## config.mk

```make
export PLATFORM = sky130hd
export DESIGN_NAME = float_to_int16_sync
export DESIGN_NICKNAME = d
export VERILOG_FILES = /design/src/rtl/float_to_int16_sync.sv
export SDC_FILE = /design/constraint.sdc
export NUM_CORES = 1
export LEC_CHECK = 0
export BUFFER_PORTS_ARGS = -buffer_cell sky130_fd_sc_hd__buf_2
export CORE_MARGIN = 8
export CORE_UTILIZATION = 40
export DETAILED_ROUTE_END_ITERATION = 8
export PLACE_DENSITY = 0.63
export SLEW_MARGIN = 20
export SYNTH_ARGS = -nofsm -noshare
export SYNTH_HDL_FRONTEND = slang
export SYNTH_SLANG_ARGS = --single-unit
```

## constraint.sdc

```tcl
create_clock -name clk -period 3.69 [get_ports clk]
set_input_delay 0 -clock clk [delete_from_list [all_inputs] [get_ports clk]]
set_output_delay 0 -clock clk [all_outputs]
set_load 0.005 [all_outputs]
```

## src/rtl/float_to_int16_sync.sv

```systemverilog
// rtl/float_to_int16_sync.sv - binary32 to saturating int16 converter, valid-tagged pipeline
// Input capture register, decode stage, then shift/round/saturate stage.

module float_to_int16_sync #(
   parameter int ROUND_MODE = 0
) (
   input  logic        clk,
   input  logic        rst,
   input  logic        in_valid,
   input  logic [31:0] in,
   output logic        out_valid,
   output logic [15:0] out,
   output logic        overflow,
   output logic        invalid
);

   logic               v0_q, v1_q, out_valid_q;
   logic [31:0]        in_q;

   logic               s1_q, zero1_q, nan1_q, inf1_q;
   logic signed [8:0]  exp1_q;
   logic [23:0]        m1_q;

   logic               s_d, zero_d, nan_d, inf_d;
   logic signed [8:0]  exp_d;
   logic [23:0]        m_d;

   logic [15:0]        out_q, res_d;
   logic               ovf_q, inv_q, ovf_d, inv_d;

   logic signed [9:0]  sh_full;
   logic [5:0]         sh;
   logic [47:0]        ext;
   logic [23:0]        int_part;
   logic               guard, sticky, rnd, big;
   logic [24:0]        mag;

   always_comb begin
      s_d    = in_q[31];
      exp_d  = $signed({1'b0, in_q[30:23]}) - 9'sd127;
      m_d    = {(in_q[30:23] != 8'd0), in_q[22:0]};
      zero_d = (in_q[30:23] == 8'd0);
      nan_d  = (&in_q[30:23]) && (|in_q[22:0]);
      inf_d  = (&in_q[30:23]) && !(|in_q[22:0]);
   end

   // Shift of 24 (E == -1) leaves the hidden bit as guard, so 0.5 < x < 1 rounds like any other fraction.
   always_comb begin
      sh_full = 10'sd23 - $signed({exp1_q[8], exp1_q});
      if (sh_full > 10'sd47)
         sh = 6'd48;
      else if (sh_full < 10'sd0)
         sh = 6'd0;
      else
         sh = sh_full[5:0];
      ext      = {m1_q, 24'd0} >> sh;
      int_part = ext[47:24];
      guard    = ext[23];
      sticky   = |ext[22:0];
      rnd      = (ROUND_MODE == 1) && guard && (sticky || int_part[0]);
      mag      = {1'b0, int_part} + {24'd0, rnd};
      // Any exponent above 15 is at least 65536, so left shifts are never needed.
      big      = (exp1_q > 9'sd15);
   end

   always_comb begin
      res_d = 16'd0;
      ovf_d = 1'b0;
      inv_d = 1'b0;
      if (nan1_q) begin
         inv_d = 1'b1;
      end else if (zero1_q) begin
         res_d = 16'd0;
      end else if (inf1_q || big || (s1_q ? (mag > 25'd32768) : (mag > 25'd32767))) begin
         ovf_d = 1'b1;
         res_d = s1_q ? 16'h8000 : 16'h7FFF;
      end else if (s1_q) begin
         res_d = 16'(17'd0 - mag[16:0]);
      end else begin
         res_d = mag[15:0];
      end
   end

   always_ff @(posedge clk) begin
      if (rst) begin
         v0_q        <= 1'b0;
         v1_q        <= 1'b0;
         out_valid_q <= 1'b0;
         out_q       <= 16'd0;
         ovf_q       <= 1'b0;
         inv_q       <= 1'b0;
      end else begin
         v0_q        <= in_valid;
         v1_q        <= v0_q;
         out_valid_q <= v1_q;
         if (v1_q) begin
            out_q <= res_d;
            ovf_q <= ovf_d;
            inv_q <= inv_d;
         end
      end
      if (in_valid)
         in_q <= in;
      if (v0_q) begin
         s1_q    <= s_d;
         exp1_q  <= exp_d;
         m1_q    <= m_d;
         zero1_q <= zero_d;
         nan1_q  <= nan_d;
         inf1_q  <= inf_d;
      end
   end

   assign out_valid = out_valid_q;
   assign out       = out_q;
   assign overflow  = ovf_q;
   assign invalid   = inv_q;

endmodule

```

== Word level (Yosys, flattened, before mapping) ==
Cells that the tools add are included.

* Register bits after elaboration: 90
* Output and inout bits: 19

* Mux-type cells: 12
* Magnitude comparators: 5
* Reductions and logical operators: 9
* Shifts and indexed selects: 1
* Add/subtract/negate cells: 3

{| class="wikitable"
|+ Operator list
! cell !! count
|-
| $mux W16 || 5
|-
| $shr A48 B6 Y48 || 1
|-
| $gt A24 B15 Y1 const B || 1
|-
| $gt A24 B16 Y1 const B || 1
|-
| $reduce_or A23 Y1 || 1
|-
| $sub A1 B16 Y16 const A || 1
|-
| $mux W6 || 2
|-
| $gt A10 B7 Y1 const B || 1
|-
| $lt A10 B1 Y1 const B || 1
|-
| $sub A6 B9 Y10 const A || 1
|-
| $gt A9 B5 Y1 const B || 1
|-
| $sub A8 B7 Y9 const B || 1
|-
| $logic_not A8 Y1 || 1
|-
| $reduce_and A8 Y1 || 1
|-
| $reduce_bool A8 Y1 || 1
|-
| $mux W1 || 5
|-
| $logic_and A1 B1 Y1 || 2
|-
| $logic_or A1 B1 Y1 || 2
|-
| $logic_not A1 Y1 || 1
|}

== Longest topological paths before layout ==
Gate-level depths: netlist (run 1).

* Word-level depth: 11
* Depth in mapped cells: 19
* Mapped depth without buffers: 15

== Least setup slack after synthesis (run 1) ==
Ideal clock, no wire load.

* Path type: register to register
* From: register exp1_q[3]
* To: register ovf_q, in the netlist overflow
* Arrival: 3.526 ns
* Setup slack: 0.037 ns
* Path buffers: 4
* Stages on the path, launching flop included: 18
* Library setup time: 0.128 ns
* Period minus slack after synthesis: 3.653 ns
* Path through: edfxtp_1 > ha_1 > nand3b_1 > o211a_1 > buf_2 > nand4_1 > buf_2 > buf_4 > a32oi_1 > or3_1 > a31o_2 > ha_1 > a21boi_1 > nand4b_1 > o21ai_4 > buf_6 > a2bb2oi_1 > nor2_1

* Cells in the longest elaborated chain, start to end: 11
* Elaborated cells between the ends (all ways): 15
* Classes of those cells: add/sub: 1; order compare: 5; shift: 1; mux: 6; reduce/logical: 2

{| class="wikitable"
|+ Ends and longest elaborated chain
! what !! RTL line !! text
|-
| start: declaration || 21 || <nowiki>logic signed [8:0] exp1_q;</nowiki>
|-
| start signal: assignment || 106 || <nowiki>exp1_q <= exp_d;</nowiki>
|-
| $sub A6 B9 Y10 || 49 || <nowiki>sh_full = 10'sd23 - $signed({exp1_q[8], exp1_q});</nowiki>
|-
| $lt A10 B1 Y1 || 52 || <nowiki>else if (sh_full < 10'sd0)</nowiki>
|-
| $mux W6 || 52 ||
|-
| $mux W6 || 50 || <nowiki>if (sh_full > 10'sd47)</nowiki>
|-
| $shr A48 B6 Y48 || 56 || <nowiki>ext = {m1_q, 24'd0} >> sh;</nowiki>
|-
| $gt A24 B15 Y1 / $gt A24 B16 Y1 (equally long branches) || 74 || <nowiki>end else if (inf1_q || big || (s1_q ? (mag > 25'd32768) : (mag > 25'd32767))) begin</nowiki>
|-
| $mux W1 || 74 ||
|-
| $logic_or A1 B1 Y1 * || 74 ||
|-
| $mux W1 * || 74 ||
|-
| $mux W1 * || 72 || <nowiki>end else if (zero1_q) begin</nowiki>
|-
| $mux W1 * || 70 || <nowiki>if (nan1_q) begin</nowiki>
|-
| end signal: assignment || 98 || <nowiki>ovf_q <= ovf_d;</nowiki>
|-
| end: declaration || 29 || <nowiki>logic ovf_q, inv_q, ovf_d, inv_d;</nowiki>
|}

Every way passes the cells marked *; elsewhere a longest branch is shown, timed or not.
A chain may end at the register's enable or synchronous reset.

== Worst setup path after layout (run 1) ==
* From: register exp1_q[3]
* To: register out_q[1], in the netlist out[1]

* Cells in the longest elaborated chain, start to end: 11
* Elaborated cells between the ends (all ways): 17
* Classes of those cells: add/sub: 2; order compare: 5; shift: 1; mux: 7; reduce/logical: 2

{| class="wikitable"
|+ Ends and longest elaborated chain
! what !! RTL line !! text
|-
| $sub A6 B9 Y10 || 49 ||
|-
| $lt A10 B1 Y1 || 52 ||
|-
| $mux W6 || 52 ||
|-
| $mux W6 || 50 ||
|-
| $shr A48 B6 Y48 || 56 ||
|-
| $gt A24 B15 Y1 / $gt A24 B16 Y1 (equally long branches) || 74 ||
|-
| $mux W1 || 74 ||
|-
| $logic_or A1 B1 Y1 || 74 ||
|-
| $mux W16 * || 74 ||
|-
| $mux W16 * || 72 ||
|-
| $mux W16 * || 70 ||
|-
| end signal: assignment || 97 || <nowiki>out_q <= res_d;</nowiki>
|-
| end: declaration || 28 || <nowiki>logic [15:0] out_q, res_d;</nowiki>
|}

Marked as above.

==> results, run 1 <==
- The path class of the lowest-slack min-delay path is in -> reg.
- The number of CTS-inserted buffers is 9.
- The total leakage power is 0.00334 µW.
- The number of antenna diodes is 0.
- The total overflow left after global routing is 0.
- For the final database, setup skew stands at 0.0136 ns.
- Counting flops with an async set or reset pin after synthesis yields a share of 0%.
- Once placement completed, the tool counted placed cells totaling 908.
- Along the worst path, the maximum fanout reaches 7.
- The share of synthesized area in the top cell type comes to 36.3%.
- The pre-antenna-repair detailed-routing pass consisted of 5 iterations.
- The type of element capturing the critical path is a flip-flop.
- The filler cells instantiated in the layout total 1162.
- Entering global routing, the biggest net connects 39 pins.
- The share of post-route cells with drive strength above 1 is 38.5%.
- Setup repair after global routing could not meet its margin everywhere.
- The detail route stage leaves a number of antenna-violating nets equal to 0.
- The ratio of final minimum period to clock period is 104%.
- The maximum frequency from static timing analysis is 259 MHz.
- The clock transition at the register clock pins on the worst setup and hold paths after CTS is 0.08 ns.
- For this block, the initial DRC count from the detailed router was 517.
- The number of vias per cell is 6.08.
- The number of pins exceeding their max-slew limit in the final report is 0.
- The floorplan step defined a die boundary enclosing 0.0183 mm².
- The H-tree depth is 3.
- A synthesized cell averages 9.61 µm².
- For this run, the number of Yosys warnings is 0.
- The transition at the pin with the smallest max-transition slack is 0.683 ns.
- The number of port buffers is 53.
- After synthesis the cells add up to 0.00571 mm².
- VDD sags by at most 0.000361 V.
- The overall die width is 135 µm.
- The top flip-flop cell by instance count after synthesis is edfxtp_1.
- The share of the Yosys chip area taken by registers is 43.7%.
- For the finished layout, the period the worst path requires is 3.85 ns.
- Sorting the synthesized cells by how often they occur yields edfxtp_1 (69), nand2_1 (63), nor2_1 (35).
- edfxtp_1 takes more of the synthesized area than any other cell.
- The area growth from synthesis to layout is 49.3%.
- The first global-routing pass estimated 31.7 mm of wire.
- The distinct cell type count after synthesis is 83.
- Yosys instantiated no cell more often than edfxtp_1.
- The row count is 43.
- The signal arrival time at the worst endpoint is 4.14 ns.
- In the global route stage, overall resource usage came out at 22.3%.
- The number of hold-slack violations in the final timing report was 0.
- The post-synthesis net count is 635.
- The y dimension of the die is 135 µm.
- The via count of the first global-routing pass is 5781.
- TritonCTS built the clock tree.
- The number of synthesized flops with an enable pin is 69.
- The flow ran to the end, but the final reports show violations.
- The core area is 0.0139 mm².
- The initial utilization of the core area, before any placement, comes to 40.9%.
- In this run the count of I/O pins placed on the die edge is 54.
- The flip-flop and latch count after synthesis is 90.
- The total via count in the routed design is 6085.
- The number of antenna violations at the first check in global routing is 0.
- By startpoint and endpoint, the worst setup path is classified as reg -> reg.
- The global placer's final weighted congestion is 1.00.
- Max-cap violations in this run came to 0.
- The power per unit of standard cell area is 407 mW/mm².
- The final reports fail on setup timing.
- The cell sitting at the root of the clock tree is a clkbuf_16.
- The longest clock path from root to sink contains 2 buffers.
- The count of non-filler cells in the finished layout is 1001.
- The design draws 3470 µW.
- The total of endpoints with negative setup slack in the final report is 16.
- Cells fill 61.1% of the core in the end.
- The per-cell routed wire length is 21.0 µm.
- The number of standard cells after synthesis is 594.
- The layout net count is 857.
- After layout, the worst setup slack is -0.164 ns.
- The HPWL after detailed placement is 14.9 mm.
- The clock reaches the later pin of the worst-skew pair after 0.36 ns.
- After detailed routing, the number of remaining DRC violations is 0.
- The headroom to the max-slew limit is 54.4%.
- The sink count of the clock tree is 90.
- The type of element launching the critical path is a flip-flop.
- The data required time at the worst endpoint is 3.97 ns.
- By area the synthesized netlist is led by edfxtp_1 (36%), dfxtp_1 (7.4%), nand2_1 (4.1%), a21oi_1 (2.6%), mux2i_1 (2.6%).
- The routed wire length is 21.0 mm.
-- through the flow --
step | hold slack [ns] | worst slack (ns) | TNS [ns] | area, µm²
2_1_floorplan | 0.0989 | 0.0366 | 0 | 5710
3_3_place_gp | 0.177 | -0.241 | -2.58 | 6910
3_5_place_dp | 0.178 | -0.351 | -4.43 | 6910
4_1_cts | 0.0114 | -0.0724 | -0.503 | 8130
5_1_grt | 0.0480 | -0.309 | -3.90 | 8520
6_report | 0.0217 | -0.164 | -1.45 | 8520
-- power by group --
group / internal (µW) / total [µW] / switching [µW] / leakage, µW
clock: 599 / 1010 / 413 / 0.000154
sequential: 1170 / 1230 / 63.3 / 0.000828
combinational: 582 / 1230 / 649 / 0.00236
-- registers in the layout (all words and copies together) (netlist names) --
name	count
in_q	32
m1_q	24
out	16
exp1_q	9
inf1_q	1
invalid	1
nan1_q	1
out_valid	1
overflow	1
s1_q	1
v0_q	1
v1_q	1
zero1_q	1
-- kinds of logic (layout without fill, tap and decap cells) --
| family | after synthesis | count (layout) | share of synthesized area, % |
|---|---|---|---|
| muxes | 19 | 19 | 3.42 |
| buffers and inverters | 60 | 287 | 4.76 |
| AOI/OAI and AO/OA | 195 | 195 | 24.9 |
| adders and majority gates | 6 | 6 | 1.32 |
| and+or+nand+nor | 212 | 212 | 20.0 |
| xor gates and xnor gates | 12 | 12 | 1.84 |
| DFF | 90 | 90 | 43.7 |
-- critical path: stages, from the launching register on --
cell	delay, ns
edfxtp_1	0.49
buf_6	0.18
ha_4	0.22
nand3b_1	0.18
o211ai_4	0.17
buf_6	0.18
o41ai_2	0.36
a22oi_2	0.17
buf_6	0.17
a21oi_4	0.16
o22ai_2	0.11
buf_4	0.16
nor4b_4	0.35
nand4_4	0.18
o21ai_4	0.25
buf_6	0.16
nand4_1	0.10
a31oi_1	0.20
-- cell usage in the layout, fill, tap and decap left out, types with 4 or more instances in the layout --
master           n
o21ai_0         22
a211oi_1         7
inv_1           20
o22ai_1          6
nor2_1          35
o211ai_1        11
nand4_1         20
nor4_1           7
dfxtp_1         21
buf_2           53
o31ai_1          5
mux2i_1         14
buf_4          133
a2bb2oi_1        4
nand2b_1         8
a31oi_4          5
buf_6           27
and3_1           4
a211oi_2         6
xnor2_1          5
edfxtp_1        69
a21oi_1         26
xor2_1           7
nor2b_1          6
o41ai_2          5
nand3_1         18
or3_1            4
nor4_4           6
clkbuf_16        9
a31oi_1         18
and2_1           8
a21o_1           7
nand2_1         60
nor3_1           9
dlygate4sd3_1   33
-- final timing paths --
kind	from	endpoint	slack [ns]	cells past startpoint
setup / recovery	exp1_q[3]$_DFFE_PP_	out[1]$_SDFFE_PP0P_	-0.16	17
hold / removal	rst	overflow$_SDFFE_PP0P_	0.02	2
setup reg to reg	exp1_q[3]$_DFFE_PP_	out[1]$_SDFFE_PP0P_	-0.16	17
hold reg to reg	in_q[31]$_DFFE_PP_	s1_q$_DFFE_PP_	0.42	0
-- per-layer routing --
metal	vias to the layer above	routed length (µm)	GRT usage [%]
met5	-	0	0
met1	2930	8390	26.9
met4	0	1020	12.5
li1	2760	-	-
met2	311	10000	36.6
met3	84	1600	4.64
-- layout make-up --
cell class,instances,area (µm²),share of cell area [%]
multi-input combinational,444,3470,40.7
sequential,90,2490,29.3
timing repair buffer,247,1920,22.5
clock buffer,9,225,2.64
tap,180,225,2.64
clock inverter,7,100,1.17
inverter,24,90.1,1.06
-- timing repair --
action                                 CTS  global route
hold buffers                            33             0
setup endpoints to repair               17            17
endpoints found under the hold margin   33             0
buffers inserted                        33            18
pin swaps                               49            41
gates resized for setup                 65            51
Note: power is estimated with default switching activity, not from simulation.
==> run 2: changes to the inputs <==
--- a/config.mk
+++ b/config.mk
@@ -10,6 +10,7 @@
 export CORE_UTILIZATION = 40
 export DETAILED_ROUTE_END_ITERATION = 8
 export PLACE_DENSITY = 0.63
+export REMOVE_ABC_BUFFERS = 1
 export SLEW_MARGIN = 20
 export SYNTH_ARGS = -nofsm -noshare
 export SYNTH_HDL_FRONTEND = slang
==> run 2 against run 1 <==
The run still ends with setup timing left. Highest routed layer unchanged. Wire length is 4.7% lower. Clock-buffer cell count is 3 higher. Register-to-register slack worse by 0.05 ns. Utilization is 2.8 points lower. Clock skew is 0.00092 ns lower. Sequential cell count stayed put. Critical path depth is 2 lower.
==> results, run 2 (synthesis results as in run 1) <==
- The path class of the lowest-slack min-delay path is in -> reg.
- At the end of the flow, the number of nets in the layout was 853.
- The y dimension of the die is 135 µm.
- The flow ran to the end, but the final reports show violations.
- Once layout is complete, the cells apart from fillers number 997.
- The register name with the most flops is in_q.
- After floorplanning, the core was divided into 43 placement rows.
- The clock net in this run drives a total of 90 sinks.
- The total congestion overflow after global routing is 0.
- In the routed design, unresolved DRC markers number 0.
- Combinational logic burns 35.1% of the power.
- The overall die width is 135 µm.
- The worst reg-to-reg path cell count is 15.
- The kind of critical path is reg -> reg.
- The register with the most flip-flops in the layout has 32 of them.
- Dividing the detail-routed wire length by the instance count gives 20.1 µm.
- The number of antenna violations at the first check in global routing is 0.
- The final critical path takes up 106% of the cycle.
- The part of the power in registers is 38.5%.
- The number of CTS-inserted buffers is 9.
- The library cell appearing most often on the critical path is buf_6.
- The number of pins exceeding their max-slew limit in the final report is 0.
- Detailed placement finished with a half-perimeter wire length of 15.0 mm.
- The die covers 0.0183 mm².
- After floorplanning, the core was sized to cover 0.0139 mm².
- The via count of the first global-routing pass is 5712.
- The post-route netlist has 35.3% of its cells at a drive strength greater than 1.
- Final hold analysis gives a worst-case slack of 0.0231 ns.
- The number of buffers between clock root and the deepest sink is 2.
- Summed over all nets, the switching power comes to 1040 µW.
- Input and output buffers added on the ports amount to 53.
- For this design the ratio of total power to cell area is 393 mW/mm².
- The synthesis-to-finish area growth is 42.4%.
- The top cell types in the final layout, fill and taps aside, are buf_4 (148), edfxtp_1 (69), nand2_1 (62).
- The global routing stage identified its most utilized layer as met2.
- The TritonCTS clock tree is done.
- Setup repair after global routing could not meet its margin everywhere.
- Before antenna repair, the detailed router went through 6 iterations.
- The largest stage delay on the critical path is 0.50 ns.
- The internal power of the cells totals 2150 µW.
- IR analysis of the VDD net gives a maximum drop of 0.000405 V.
- For the final database, setup skew stands at 0.0127 ns.
- For the pin with the worst max-slew slack, the measured transition is 0.730 ns.
- For met1 alone, demand over resource in global routing was 26.6%.
- The number of DRC markers after the initial detailed-route iteration is 608.
- The total of endpoints with negative setup slack in the final report is 17.
- The H-tree depth is 3.
- For this design, the slowest cell found on the critical path is edfxtp_1.
- The maximum frequency from static timing analysis is 256 MHz.
- Routability-driven placement finished with a final weighted congestion of 0.970.
- The tree is rooted in a clkbuf_16.
- The smallest clock period supported by the final layout is computed as 3.90 ns.
- Clock latency on the worst-skew pair, taken at its later pin, is 0.35 ns.
- For the worst setup path, the data arrival time is 4.16 ns.
- In this run the remaining antenna-violating nets after routing total 0.
- The headroom to the max-slew limit is 50.9%.
- The final reports fail on setup timing.
- For this block, the routed nets add up to 20.0 mm of wire.
- Across the run, the number of max-cap violations was 0.
- The number of antenna diodes is 0.
- The I/O pin total is 54.
- The total via count in the routed design is 5880.
- The number of hold-slack violations in the final timing report came to 0.
- The data required time at the worst endpoint is 3.95 ns.
- The type of element launching the critical path is a flip-flop.
- Of all nets on the critical path, the largest fanout is 7.
- For this design the static power due to leakage is 0.00322 µW.
- Traced cell by cell, the critical path runs through ha_4 > buf_6 > nor4_4 > or2b_4 > nand3_2 > o22a_1 > a22oi_2 > o22ai_1 > buf_4 > nor4b_4 > nand4_4 > o21ai_4 > buf_6 > a21oi_1 > a311oi_1.
- In this run switching power makes up 32.5% of total power.
- The number of vias per cell is 5.90.
- Across all setup checks in the final design, the least slack found is -0.213 ns.
- Counting instances, the worst hold path has a depth of 2.
- The post-layout total power is 3190 µW.
- The maximum number of pins on one net before global-route repair is 39.
- After clock tree synthesis, the clock-pin slew on the worst setup and hold paths is 0.07 ns.
- The first-pass GRT wire length is 30.7 mm.
- The aggregate negative setup slack is -2.81 ns.
- Once the floorplan was initialized, standard cells occupied 40.9% of the core.
- The type of element capturing the critical path is a flip-flop.
- The share of total power in the clock network is 26.4%.
- The number of placed cells counting well taps is 930.
- For met3 alone, demand over resource in global routing was 4.93%.
- The most common library cell in the layout ignoring fill and taps is buf_4.
- For met2 alone, demand over resource in global routing was 35.7%.
- In the global route stage, overall resource usage came out at 21.5%.
[run 2: cell types whose count changed in the layout (fill, tap and decap cells not counted), sizes merged]
cell	previous run	this run
buf	214	211
bufinv	2	0
clkbuf	9	12
dlygate4sd3	33	32
inv	24	23
[run 2: power by group through the flow]
| stage | clock [µW] | combinational, µW | sequential (µW) |
|---|---|---|---|
| after floorplan | 0 | 460 | 1250 |
| after global placement | 0 | 946 | 1240 |
| after detailed placement | 0 | 943 | 1250 |
| after CTS | 858 | 1030 | 1220 |
| after global routing | 894 | 1190 | 1240 |
| final | 843 | 1120 | 1230 |
[run 2: what timing repair did]
action / CTS / global route
hold buffers: 32 / 0
pin swaps: 10 / 25
endpoints found under the setup margin: 17 / 17
resized for setup: 29 / 33
gates cloned: 2 / 0
endpoints found under the hold margin: 32 / 0
setup buffers: 11 / 8
[run 2: path summary, 6_finish.rpt]
kind / start / to / slack [ns]
setup / recovery: exp1_q[3]$_DFFE_PP_ / out[12]$_SDFFE_PP0P_ / -0.21
hold / removal: rst / overflow$_SDFFE_PP0P_ / 0.02
setup reg to reg: exp1_q[3]$_DFFE_PP_ / out[12]$_SDFFE_PP0P_ / -0.21
hold reg to reg: in_q[31]$_DFFE_PP_ / s1_q$_DFFE_PP_ / 0.43
[run 2: per-layer routing]
| metal | routed length (µm) | vias to the layer above | part of all wire, % |
|---|---|---|---|
| li1 | - | 2747 | - |
| met1 | 8510 | 2807 | 42 |
| met2 | 9560 | 284 | 48 |
| met3 | 1390 | 42 | 7.0 |
| met4 | 568 | 0 | 2.8 |
| met5 | 0 | - | 0 |
[run 2: worst max-delay path: cells and delay by family, from the launching register on]
kind                     cells  cell delay (ns)
AO/OA/AOI/OAI                6             1.23
AND/OR/NAND/NOR              5             1.40
adder cells (fa/ha/maj)      1             0.23
flip-flops                   1             0.50
buffers and inverters        3             0.45
[run 2: final cells by class]
type / count / area [µm²]
Fill cell: 1184 / 5810
Clock buffer: 12 / 236
Inverter: 24 / 90.1
Clock inverter: 4 / 27.5
Tap cell: 180 / 225
Sequential cell: 90 / 2490
Timing Repair Buffer: 243 / 1830
Multi-Input combinational cell: 444 / 3230
[run 2: through the flow]
| step | util [%] | instance area [µm²] | setup WS (ns) |
|---|---|---|---|
| 2_1_floorplan | - | 5520 | -0.767 |
| 3_3_place_gp | 50.7 | 7070 | -0.520 |
| 3_5_place_dp | 50.8 | 7080 | -0.266 |
| 4_1_cts | 56.6 | 7890 | -0.0943 |
| 5_1_grt | 58.3 | 8130 | -0.356 |
| 6_report | 58.3 | 8130 | -0.213 |
==> run 3: changes to the inputs <==
--- a/config.mk
+++ b/config.mk
@@ -9,6 +9,7 @@
 export CORE_MARGIN = 8
 export CORE_UTILIZATION = 40
 export DETAILED_ROUTE_END_ITERATION = 8
+export HOLD_SLACK_MARGIN = 0.05
 export PLACE_DENSITY = 0.63
 export REMOVE_ABC_BUFFERS = 1
 export SLEW_MARGIN = 20
==> run 3 against run 2 <==
The run still ends with setup timing left. Register-to-register slack worse by 0.03 ns. First-iteration DRC count is 3.0% higher. Highest routed layer unchanged. Combinational power hardly changed. Critical endpoint unchanged. Largest power group unchanged. Critical path depth is 5 higher. Non-clock buffer count is 1 higher. Utilization is 0.072 points higher.
==> results, run 3 (synthesis results as in run 1) <==
- Combinational cells account for 35.1% of the total power.
- The number of port buffers is 53.
- The first-pass GRT wire length is 30.7 mm.
- The kind of cell adding the most delay to the critical path is compound AO/OA/AOI/OAI gates.
- Between clock sinks in the finished design, the worst skew comes to 0.0123 ns.
- The half-perimeter wire length of the detailed placement result is 15.0 mm.
- The most common library cell in the layout ignoring fill and taps is buf_4.
- After detailed routing, the number of remaining DRC violations is 0.
- The library cell appearing most often on the critical path is buf_4.
- The worst register-to-register path begins at exp1_q[3]$_DFFE_PP_.
- The number of DRC markers after the initial detailed-route iteration is 626.
- The per-cell routed wire length is 20.1 µm.
- In this run switching power makes up 32.5% of total power.
- The final reports fail on setup timing.
- The number of vias per cell is 5.90.
- The total overflow left after global routing is 0.
- In this run the vertical extent of the chip is 135 µm.
- The layout has 1183 filler cells.
- The flow ran to the end, but the final reports show violations.
- The kind of critical path is reg -> reg.
- Walking the worst path, the cells encountered are ha_4 > buf_6 > nand3b_1 > o211ai_4 > buf_12 > buf_4 > buf_4 > o41ai_1 > buf_4 > a22oi_1 > buf_4 > nor2_1 > a211oi_2 > a31oi_1 > buf_4 > nand4_4 > o21ai_4 > buf_6 > a21oi_1 > a311oi_1.
- Across the run, the number of max-cap violations was 0.
- The number of hold-slack violations in the final timing report is 0.
- The count of antenna-violating nets left after detailed routing is 0.
- The synthesis-to-finish area growth is 42.6%.
- The register with the most flip-flops in the layout has 32 of them.
- The post-layout total power is 3190 µW.
- Of the cells placed in the final design, the portion with a size suffix greater than 1 is 35.2%.
- The largest single stage delay on the critical path is 0.50 ns.
- The beginning of the worst hold path is in_valid.
- In the layout the commonest cells are buf_4 (148), edfxtp_1 (69), nand2_1 (62).
- The number of CTS-inserted buffers is 9.
- The number of buffers between clock root and the deepest sink is 2.
- The clock tree synthesis step divided the H-tree into 3 levels.
- For the pin with the worst max-slew slack, the measured transition is 0.728 ns.
- The cell with the largest stage delay on the worst path is edfxtp_1.
- The headroom to the max-slew limit is 51.0%.
- The master cell of the clock root buffer is clkbuf_16.
- The via count of the first global-routing pass was 5712.
- The number of pins exceeding their max-slew limit in the final report is 0.
- in_q holds more flip-flops than any other register.
- After clock tree synthesis, the clock-pin slew on the worst setup and hold paths is 0.06 ns.
- The switching power total is 1040 µW.
- The met2 layer wire length in the routed design is 9.60 mm.
- The total leakage power is 0.00322 µW.
- The path class of the lowest-slack min-delay path is in -> reg.
- The internal portion of total power is 2150 µW.
- For the worst setup path, the data arrival time is 4.19 ns.
- The post-layout minimum cycle time is 3.93 ns.
- The global placer's final weighted congestion is 0.970.
- The share of total power in the clock network is 26.4%.
- The total via count in the routed design is 5891.
- For this configuration, the core starts out at a cell density of 40.9%.
- The type of element launching the critical path is a flip-flop.
- The final critical-path setup slack is -0.242 ns.
- The total routing usage reported by global routing is 21.5%.
- In this run the core area contains 43 standard-cell rows.
- The routed wire length is 20.0 mm.
- The multi-input logic area is 0.00323 mm².
- Sequential cells account for 38.5% of the total power.
- STA classifies the critical path endpoint as a flip-flop.
- The highest routed metal layer is met4.
- The ratio of final minimum period to clock period is 107%.
- The number of antenna violations at the first check in global routing came to 0.
- The sink count of the clock tree is 90.
- The number of antenna diodes is 0.
- In this run the worst setup path begins at exp1_q[3]$_DFFE_PP_.
- The TritonCTS clock tree is done.
- The overall die width is 135 µm.
- The maximum frequency from static timing analysis is 254 MHz.
- The maximum number of pins on one net before global-route repair is 39.
- The count of non-filler cells in the finished layout is 998.
- After the last flow step, the layout net total stands at 854.
- The detailed router put a total of 8.36 mm of wire on met1.
- The I/O pin total is 54.
- For the worst-skew pair, the clock arrives at the later sink with an insertion delay of 0.35 ns.
- Across the whole layout, storage elements account for 0.00249 mm².
- The power per unit of standard cell area is 392 mW/mm².
- The routed length on met3 is 1.52 mm.
- Once placement completed, the tool counted placed cells totaling 930.
- Setup violations remaining at the end of the flow were counted as 17.
- The core area is 0.0139 mm².
- The die covers 0.0183 mm².
- For this run, the detailed router's first-pass iteration total came to 5.
- The buffer and inverter count on the worst path is 8.
- Setup repair after global routing could not meet its margin everywhere.
- The data required time at the worst endpoint is 3.95 ns.
- The maximum fanout along the worst path is 6.
- The worst voltage drop across the vdd grid is 0.000407 V.
run 3: cell types whose count changed in the layout (fill, tap and decap cells not counted):
cell	previous run	this run
dlygate4sd3_1	32	33
run 3: final timing paths:
check                           depth (start not counted)  slack [ns]                   end
worst max register to register                         20       -0.24  out[12]$_SDFFE_PP0P_
worst max-delay path                                   20       -0.24  out[12]$_SDFFE_PP0P_
worst min-delay path                                    1        0.24    in_q[28]$_DFFE_PP_
worst min register to register                          0        0.43        s1_q$_DFFE_PP_
run 3: what timing repair did:
item                                   CTS  global route
gates resized for setup                 29            33
hold buffers                            33             0
pin swaps                               10            25
setup endpoints to repair               17            17
setup buffers                           11             8
gates cloned                             2             0
endpoints found under the hold margin   37             0
run 3: power groups by stage:
stage	combinational, µW	clock, µW	sequential, µW
after global placement	946	0	1240
after detailed placement	943	0	1250
after CTS	1040	858	1220
after global routing	1190	894	1240
after floorplan	460	0	1250
final	1120	842	1230
run 3: routing by layer:
metal  global-route usage [%]  vias up
li1                         -     2755
met2                     35.7      290
met1                     26.6     2801
met5                        0        -
met4                     8.27        0
met3                     4.93       45
run 3: cell type report:
| class | instances | share of cell area (%) |
|---|---|---|
| Clock inverter | 4 | 0.338 |
| Sequential cell | 90 | 30.6 |
| Inverter | 24 | 1.11 |
| Clock buffer | 12 | 2.91 |
| Tap cell | 180 | 2.77 |
| Timing Repair Buffer | 244 | 22.6 |
| Multi-Input combinational cell | 444 | 39.7 |
run 3: per-stage QoR:
| stage | util, % | setup TNS [ns] | hold slack [ns] | instance area, µm² | worst slack, ns |
|---|---|---|---|---|---|
| 2_1_floorplan | - | -11.54 | 0.0667 | 5520 | -0.767 |
| 3_3_place_gp | 50.7 | -6.52 | 0.178 | 7070 | -0.520 |
| 3_5_place_dp | 50.8 | -3.48 | 0.178 | 7080 | -0.266 |
| 4_1_cts | 56.7 | -0.897 | 0.246 | 7900 | -0.0943 |
| 5_1_grt | 58.4 | -5.02 | 0.285 | 8140 | -0.356 |
| 6_report | 58.4 | -3.26 | 0.242 | 8140 | -0.242 |
